### src/rtl/mem_arb_pkg.sv
// mem_arb_pkg: shared types and default constants for the memory arbiter.
//   state_t : arbiter FSM states
//   owner_t : one-hot transaction owner (icache read, dcache read, dcache write)
package mem_arb_pkg;

    typedef enum logic [1:0] {
        IDLE = 2'd0,
        WAIT = 2'd1,
        RESP = 2'd2
    } state_t;

    typedef enum logic [2:0] {
        OWN_I  = 3'b001,
        OWN_DR = 3'b010,
        OWN_DW = 3'b100
    } owner_t;

    localparam int STARVE_MAX_DEF = 4;
    localparam int TIMEOUT_DEF    = 64;

endpackage

### src/rtl/mem_arb_pick.sv
// mem_arb_pick: combinational grant selection.
//   i_req, dr_req, dw_req : pending requests
//   starve                : icache has waited through the maximum data grants
//   grant                 : one-hot owner; only meaningful when some req is high
module mem_arb_pick
    import mem_arb_pkg::*;
(
    input  logic   i_req,
    input  logic   dr_req,
    input  logic   dw_req,
    input  logic   starve,
    output owner_t grant
);

    always_comb begin
        grant = OWN_I;
        if (i_req && starve)
            grant = OWN_I;
        else if (dw_req)
            grant = OWN_DW;    // write before read keeps same-address RAW ordering
        else if (dr_req)
            grant = OWN_DR;
        else
            grant = OWN_I;
    end

endmodule

### src/rtl/mem_arbiter.sv
// mem_arbiter: shares one backing-memory port between icache refill reads and
// dcache reads/writes. One transaction in flight; request fields are latched at
// grant and held on the memory port until m_val or timeout.
//   clk, reset           : clock, synchronous active-high reset
//   i_req/i_adr          : icache read request -> i_rdata, i_val
//   dr_req/dr_adr        : dcache read request -> dr_rdata, dr_val
//   dw_req/dw_adr/dw_wdata : dcache write request -> dw_val
//   m_req/m_we/m_adr/m_wdata : memory request, held while waiting
//   m_rdata/m_val        : memory read data / acknowledge
//   bus_err              : pulses with the owner's val when the access timed out
module mem_arbiter
    import mem_arb_pkg::*;
#(
    parameter int AW         = 32,
    parameter int DW         = 32,
    parameter int STARVE_MAX = STARVE_MAX_DEF,
    parameter int TIMEOUT    = TIMEOUT_DEF
) (
    input  logic          clk,
    input  logic          reset,
    input  logic          i_req,
    input  logic [AW-1:0] i_adr,
    output logic [DW-1:0] i_rdata,
    output logic          i_val,
    input  logic          dr_req,
    input  logic [AW-1:0] dr_adr,
    output logic [DW-1:0] dr_rdata,
    output logic          dr_val,
    input  logic          dw_req,
    input  logic [AW-1:0] dw_adr,
    input  logic [DW-1:0] dw_wdata,
    output logic          dw_val,
    output logic          m_req,
    output logic          m_we,
    output logic [AW-1:0] m_adr,
    output logic [DW-1:0] m_wdata,
    input  logic [DW-1:0] m_rdata,
    input  logic          m_val,
    output logic          bus_err
);

    localparam int TW = $clog2(TIMEOUT + 1);

    state_t        state, state_nxt;
    owner_t        owner, grant;
    logic [2:0]    starve_cnt;
    logic [TW-1:0] tmo_cnt;
    logic          err;
    logic          any_req;
    logic          starve;
    logic          tmo_hit;

    assign any_req = i_req | dr_req | dw_req;
    assign starve  = (starve_cnt == 3'(STARVE_MAX));
    assign tmo_hit = (tmo_cnt == TW'(TIMEOUT - 1));

    mem_arb_pick u_pick (
        .i_req  (i_req),
        .dr_req (dr_req),
        .dw_req (dw_req),
        .starve (starve),
        .grant  (grant)
    );

    always_ff @(posedge clk) begin
        if (reset)
            state <= IDLE;
        else
            state <= state_nxt;
    end

    always_comb begin
        state_nxt = state;
        m_req     = 1'b0;
        m_we      = 1'b0;
        i_val     = 1'b0;
        dr_val    = 1'b0;
        dw_val    = 1'b0;
        bus_err   = 1'b0;
        case (state)
            IDLE: begin
                if (any_req)
                    state_nxt = WAIT;
            end
            WAIT: begin
                m_req = 1'b1;
                m_we  = (owner == OWN_DW);
                if (m_val || tmo_hit)
                    state_nxt = RESP;
            end
            RESP: begin
                i_val     = (owner == OWN_I);
                dr_val    = (owner == OWN_DR);
                dw_val    = (owner == OWN_DW);
                bus_err   = err;
                state_nxt = IDLE;
            end
            default: state_nxt = IDLE;
        endcase
    end

    // Request latch, starvation/timeout counters and read-data return.
    // Read data lands in the owner's output register on the WAIT exit so it is
    // already valid during the RESP val pulse.
    always_ff @(posedge clk) begin
        if (reset) begin
            owner      <= OWN_I;
            m_adr      <= '0;
            m_wdata    <= '0;
            i_rdata    <= '0;
            dr_rdata   <= '0;
            starve_cnt <= '0;
            tmo_cnt    <= '0;
            err        <= 1'b0;
        end else begin
            case (state)
                IDLE: begin
                    tmo_cnt <= '0;
                    if (any_req) begin
                        owner   <= grant;
                        err     <= 1'b0;
                        m_wdata <= (grant == OWN_DW) ? dw_wdata : '0;
                        case (grant)
                            OWN_DW:  m_adr <= dw_adr;
                            OWN_DR:  m_adr <= dr_adr;
                            default: m_adr <= i_adr;
                        endcase
                        if (!i_req || grant == OWN_I)
                            starve_cnt <= '0;
                        else if (starve_cnt != 3'b111)
                            starve_cnt <= starve_cnt + 3'd1;
                    end
                end
                WAIT: begin
                    tmo_cnt <= tmo_cnt + 1'b1;
                    if (m_val) begin
                        if (owner == OWN_I)  i_rdata  <= m_rdata;
                        if (owner == OWN_DR) dr_rdata <= m_rdata;
                    end else if (tmo_hit) begin
                        err <= 1'b1;
                        if (owner == OWN_I)  i_rdata  <= '0;
                        if (owner == OWN_DR) dr_rdata <= '0;
                    end
                end
                default: ;
            endcase
        end
    end

endmodule

### config.mk
export PLATFORM = sky130hd
export DESIGN_NAME = mem_arbiter
export DESIGN_NICKNAME = d
export VERILOG_FILES = /design/src/rtl/mem_arb_pkg.sv /design/src/rtl/mem_arb_pick.sv /design/src/rtl/mem_arbiter.sv
export SDC_FILE = /design/constraint.sdc
export NUM_CORES = 1
export LEC_CHECK = 0
export CAP_MARGIN = 30
export CORE_MARGIN = 10
export CORE_UTILIZATION = 35
export CTS_CLUSTER_DIAMETER = 120
export DETAILED_ROUTE_END_ITERATION = 10
export GPL_TIMING_DRIVEN = 0
export PLACE_DENSITY = 0.72
export SETUP_SLACK_MARGIN = 0.05
export SLEW_MARGIN = 10
export SYNTH_ARGS = -nofsm -noshare
export SYNTH_HDL_FRONTEND = slang
export SYNTH_SLANG_ARGS = --single-unit
### constraint.sdc
create_clock -name clk -period 2.15 [get_ports clk]
set_input_delay 0.645 -clock clk [delete_from_list [all_inputs] [get_ports clk]]
set_output_delay 0.645 -clock clk [all_outputs]
set_load 0.05 [all_outputs]
==> impl_results.md <==
- Seq/Total Area, Yosys: 0.490
- Placer Congestion: 0.821
- Max-Cap Viols: 0
- Final ANT Viol Nets: 0
- Max clock buf depth: 2
- Reg clk slew, reported paths: roughly 0.060 ns
- Worst hold path type: reg -> reg
- EDFF count, synth: 0
- Worst-Margin Slew: about 0.60 ns
- Final HPWL from detailed placement: around 19 mm
- Max IR drop VDD: between 600 and 700 µV
- Pin count of the biggest net entering global routing: 17
- Final worst-path setup slack: -0.0262 ns
- CORE AREA: approximately 17000 µm²
- Worst-case reg-to-reg path depth: 7
- Die Ht: around 150 µm
- Max Fanout on Critical Path: 4
- Setup slack, reg-to-reg: between 0.2 and 0.25 ns
- Synth Area in Simple Gates: 0.110
- First-pass GRT wire length: around 36 mm
- # DRC: 0
- Final period util: 1.01
- Multiplexer share of the synthesized area: 0.00361
- TritonCTS Buffers: 17
- Hold Vio Cnt, Final: 0
- Asr flop ratio synth: 0
- Status: complete, but fails checks
- Cells on Worst Hold Path: 2
- Vias in the first global route: roughly 6200
- Worst R2R End: i_rdata[4]$_SDFFE_PP0P_
- Worst hold endpoint: i_rdata[22]$_SDFFE_PP0P_
- CTS tree: built
- Layout Cells excl Fill: 1202
- N_diodes: 0
- Violated checks: setup timing
- Layout area overhead: 66.0%
- Synth Instances: approximately 640
- Final Setup Violations: 1
- CP Data Arrival Time: approximately 1.5 ns
- Top FF cell, synth: dfxtp_1
- Initial antenna violation count: 0
- CTS H-tree depth: 4
- WL/cell: about 20 µm
- Pwr/cell area: 799 nW/µm²
- Slew headroom: 0.604
- Synth unique cells: 39
- Syn avg cell area: 9.14 µm²
- Synth Area in XOR/XNOR: 0.00744
- Worst setup path class: reg -> out
- Total GRT Usage: 0.207
- Filler cell count: approximately 1500
- Cell count after placement: around 1200
- Startpoint types: flip-flop
- Clk sinks: about 140
- Vias per std cell: between 5 and 6
- Most frequent cells in the layout: clkdlybuf4s50_1 (165), dfxtp_1 (139), dlygate4sd2_1 (128), nand2_1 (72), a21oi_1 (67)
- Critical Path Sink Type: output pin
- Via Count: ~6100
- Adder-Cell Fraction of Synth Area: 0.00851
- Unrepaired setup endpoints after global routing: true
- Leakage: a little over 4 nW
- Yosys warns: 0
- Die span in x: 150 µm
- Maximum clock rate: ~460 MHz
- Critical Path RT: approximately 1.5 ns
- DRT Pass-1 Iters: 7
- Crit path time final: ~2.2 ns
- Clock skew: approximately 0.016 ns
- Final wirelength: 24.0 mm
- Mapped cell area: 5880 µm²
- Fin util: 0.591
- #FFs+latches synth: 144
- Number of I/O port buffers: approximately 300
- Gr ovfl total: 0
- Cts hold-fix bufs: 0
- Crit Reg-Reg Startpoint: tmo_cnt[0]$_SDFFE_PP0P_
- CTS Root Cell: clkbuf_16
- Min Hold Slack: between 0.4 and 0.5 ns
- Row cnt: 47
- Largest family of logic cells by synthesized area: compound AO/OA/AOI/OAI gates
- Initial drt markers: 373
- Die ar.: ~22000 µm²
- Most common cell after layout, fill and taps aside: clkdlybuf4s50_1
- Hold Crit Start: i_rdata[22]$_SDFFE_PP0P_
- Post-synth net total: 814
- Max-slew violations: 0
- Starting density of the core: 0.356
- Compound-cell area share of the yosys netlist: 0.319
- IO Count: 300
- Nets: roughly 1100
- Layout cells sized above 1: 0.111
- Clock Latency Late Sink: 0.43 ns
cell type report:
type                    count  area (µm²)  share of cell area
plain buffers              59         349              0.0357
clock buffers              20         447              0.0457
multi-input cells         430        2690               0.276
inverters                   6        27.5             0.00282
flip-flops and latches    144        2890               0.296
well taps                 220         275              0.0282
clock inverters            12         135              0.0138
repair buffers            311        2950               0.302
layer usage:
metal	up-vias	track usage	routed length (µm)
li1	3026	-	-
met1	2802	0.217	9010
met2	262	0.360	12000
met3	19	0.104	2750
met4	0	0.0515	294
met5	-	0	0
power breakdown:
| group | internal (mW) | total [mW] | switching (mW) |
|---|---|---|---|
| clock network | 1.74 | 2.94 | 1.20 |
| registers | 2.84 | 2.94 | 0.0941 |
| logic | 0.715 | 1.93 | 1.22 |
repair_timing:
action / 4_1_cts / 5_1_grt
pin swaps: 2 / 4
endpoints found under the setup margin: 224 / 79
gates resized for setup: 199 / 27
setup buffers: 8 / 4
cell usage after synthesis (4+ instances only):
library cell | number | area [µm²]
dfxtp_1 | 144 | 2880
nand2_1 | 72 | 270
a21oi_1 | 67 | 335
o31ai_1 | 65 | 488
nor2_1 | 50 | 188
o22ai_1 | 35 | 219
a22o_1 | 34 | 298
clkbuf_1 | 34 | 128
a211oi_1 | 32 | 240
o21bai_1 | 32 | 240
buf_2 | 12 | 60.1
buf_4 | 8 | 60.1
buf_6 | 8 | 90.1
inv_1 | 5 | 18.8
ha_1 | 4 | 50.1
nand2b_1 | 4 | 25.0
nand3_1 | 4 | 20.0
xor2_1 | 4 | 35.0
worst max-delay path: stages, from the launching register on:
cell and delay [ns]:
dfxtp_2 0.32, or3b_4 0.40, buf_12 0.14, nor2_4 0.09, buf_8 0.15
metrics by stage:
stage / setup TNS, ns / power, mW / area, µm² / setup slack (ns)
floorplan: 0 / 4.09 / 5900 / 0.0395
global placement: -61.43 / 4.96 / 9170 / -0.636
detailed placement: -61.78 / 4.97 / 9170 / -0.646
CTS: -1.76 / 7.83 / 9730 / -0.120
global route: -0.0917 / 8.10 / 9770 / -0.0697
finish: -0.0262 / 7.81 / 9770 / -0.0262
how the worst max path moves through the flow:
stage	from	slack, ns	endpoint	cells after the start
after floorplan	owner[0]$_SDFFE_PP1P_	0.04	i_val	4
after global placement	owner[0]$_SDFFE_PP1P_	-0.64	i_val	5
after detailed placement	owner[0]$_SDFFE_PP1P_	-0.65	i_val	5
after CTS	owner[2]$_SDFFE_PP0P_	-0.12	i_val	4
after global routing	owner[0]$_SDFFE_PP1P_	-0.07	i_val	4
final	owner[2]$_SDFFE_PP0P_	-0.03	i_val	4
flip-flops by register name, indices dropped and copies added (netlist names):
| register | flops |
|---|---|
| dr_rdata | 32 |
| err | 1 |
| i_rdata | 32 |
| m_adr | 32 |
| m_wdata | 32 |
| owner | 3 |
| starve_cnt | 3 |
| state | 2 |
| tmo_cnt | 7 |
logic make-up after synthesis:
| logic type | after synthesis |
|---|---|
| buffers and inverters | 70 |
| adders and majority gates | 4 |
| AOI/OAI and AO/OA | 271 |
| and+or+nand+nor | 148 |
| DFF | 144 |
| muxes | 2 |
| xor gates and xnor gates | 5 |
No activity file was read; power rests on OpenSTA's default activity.
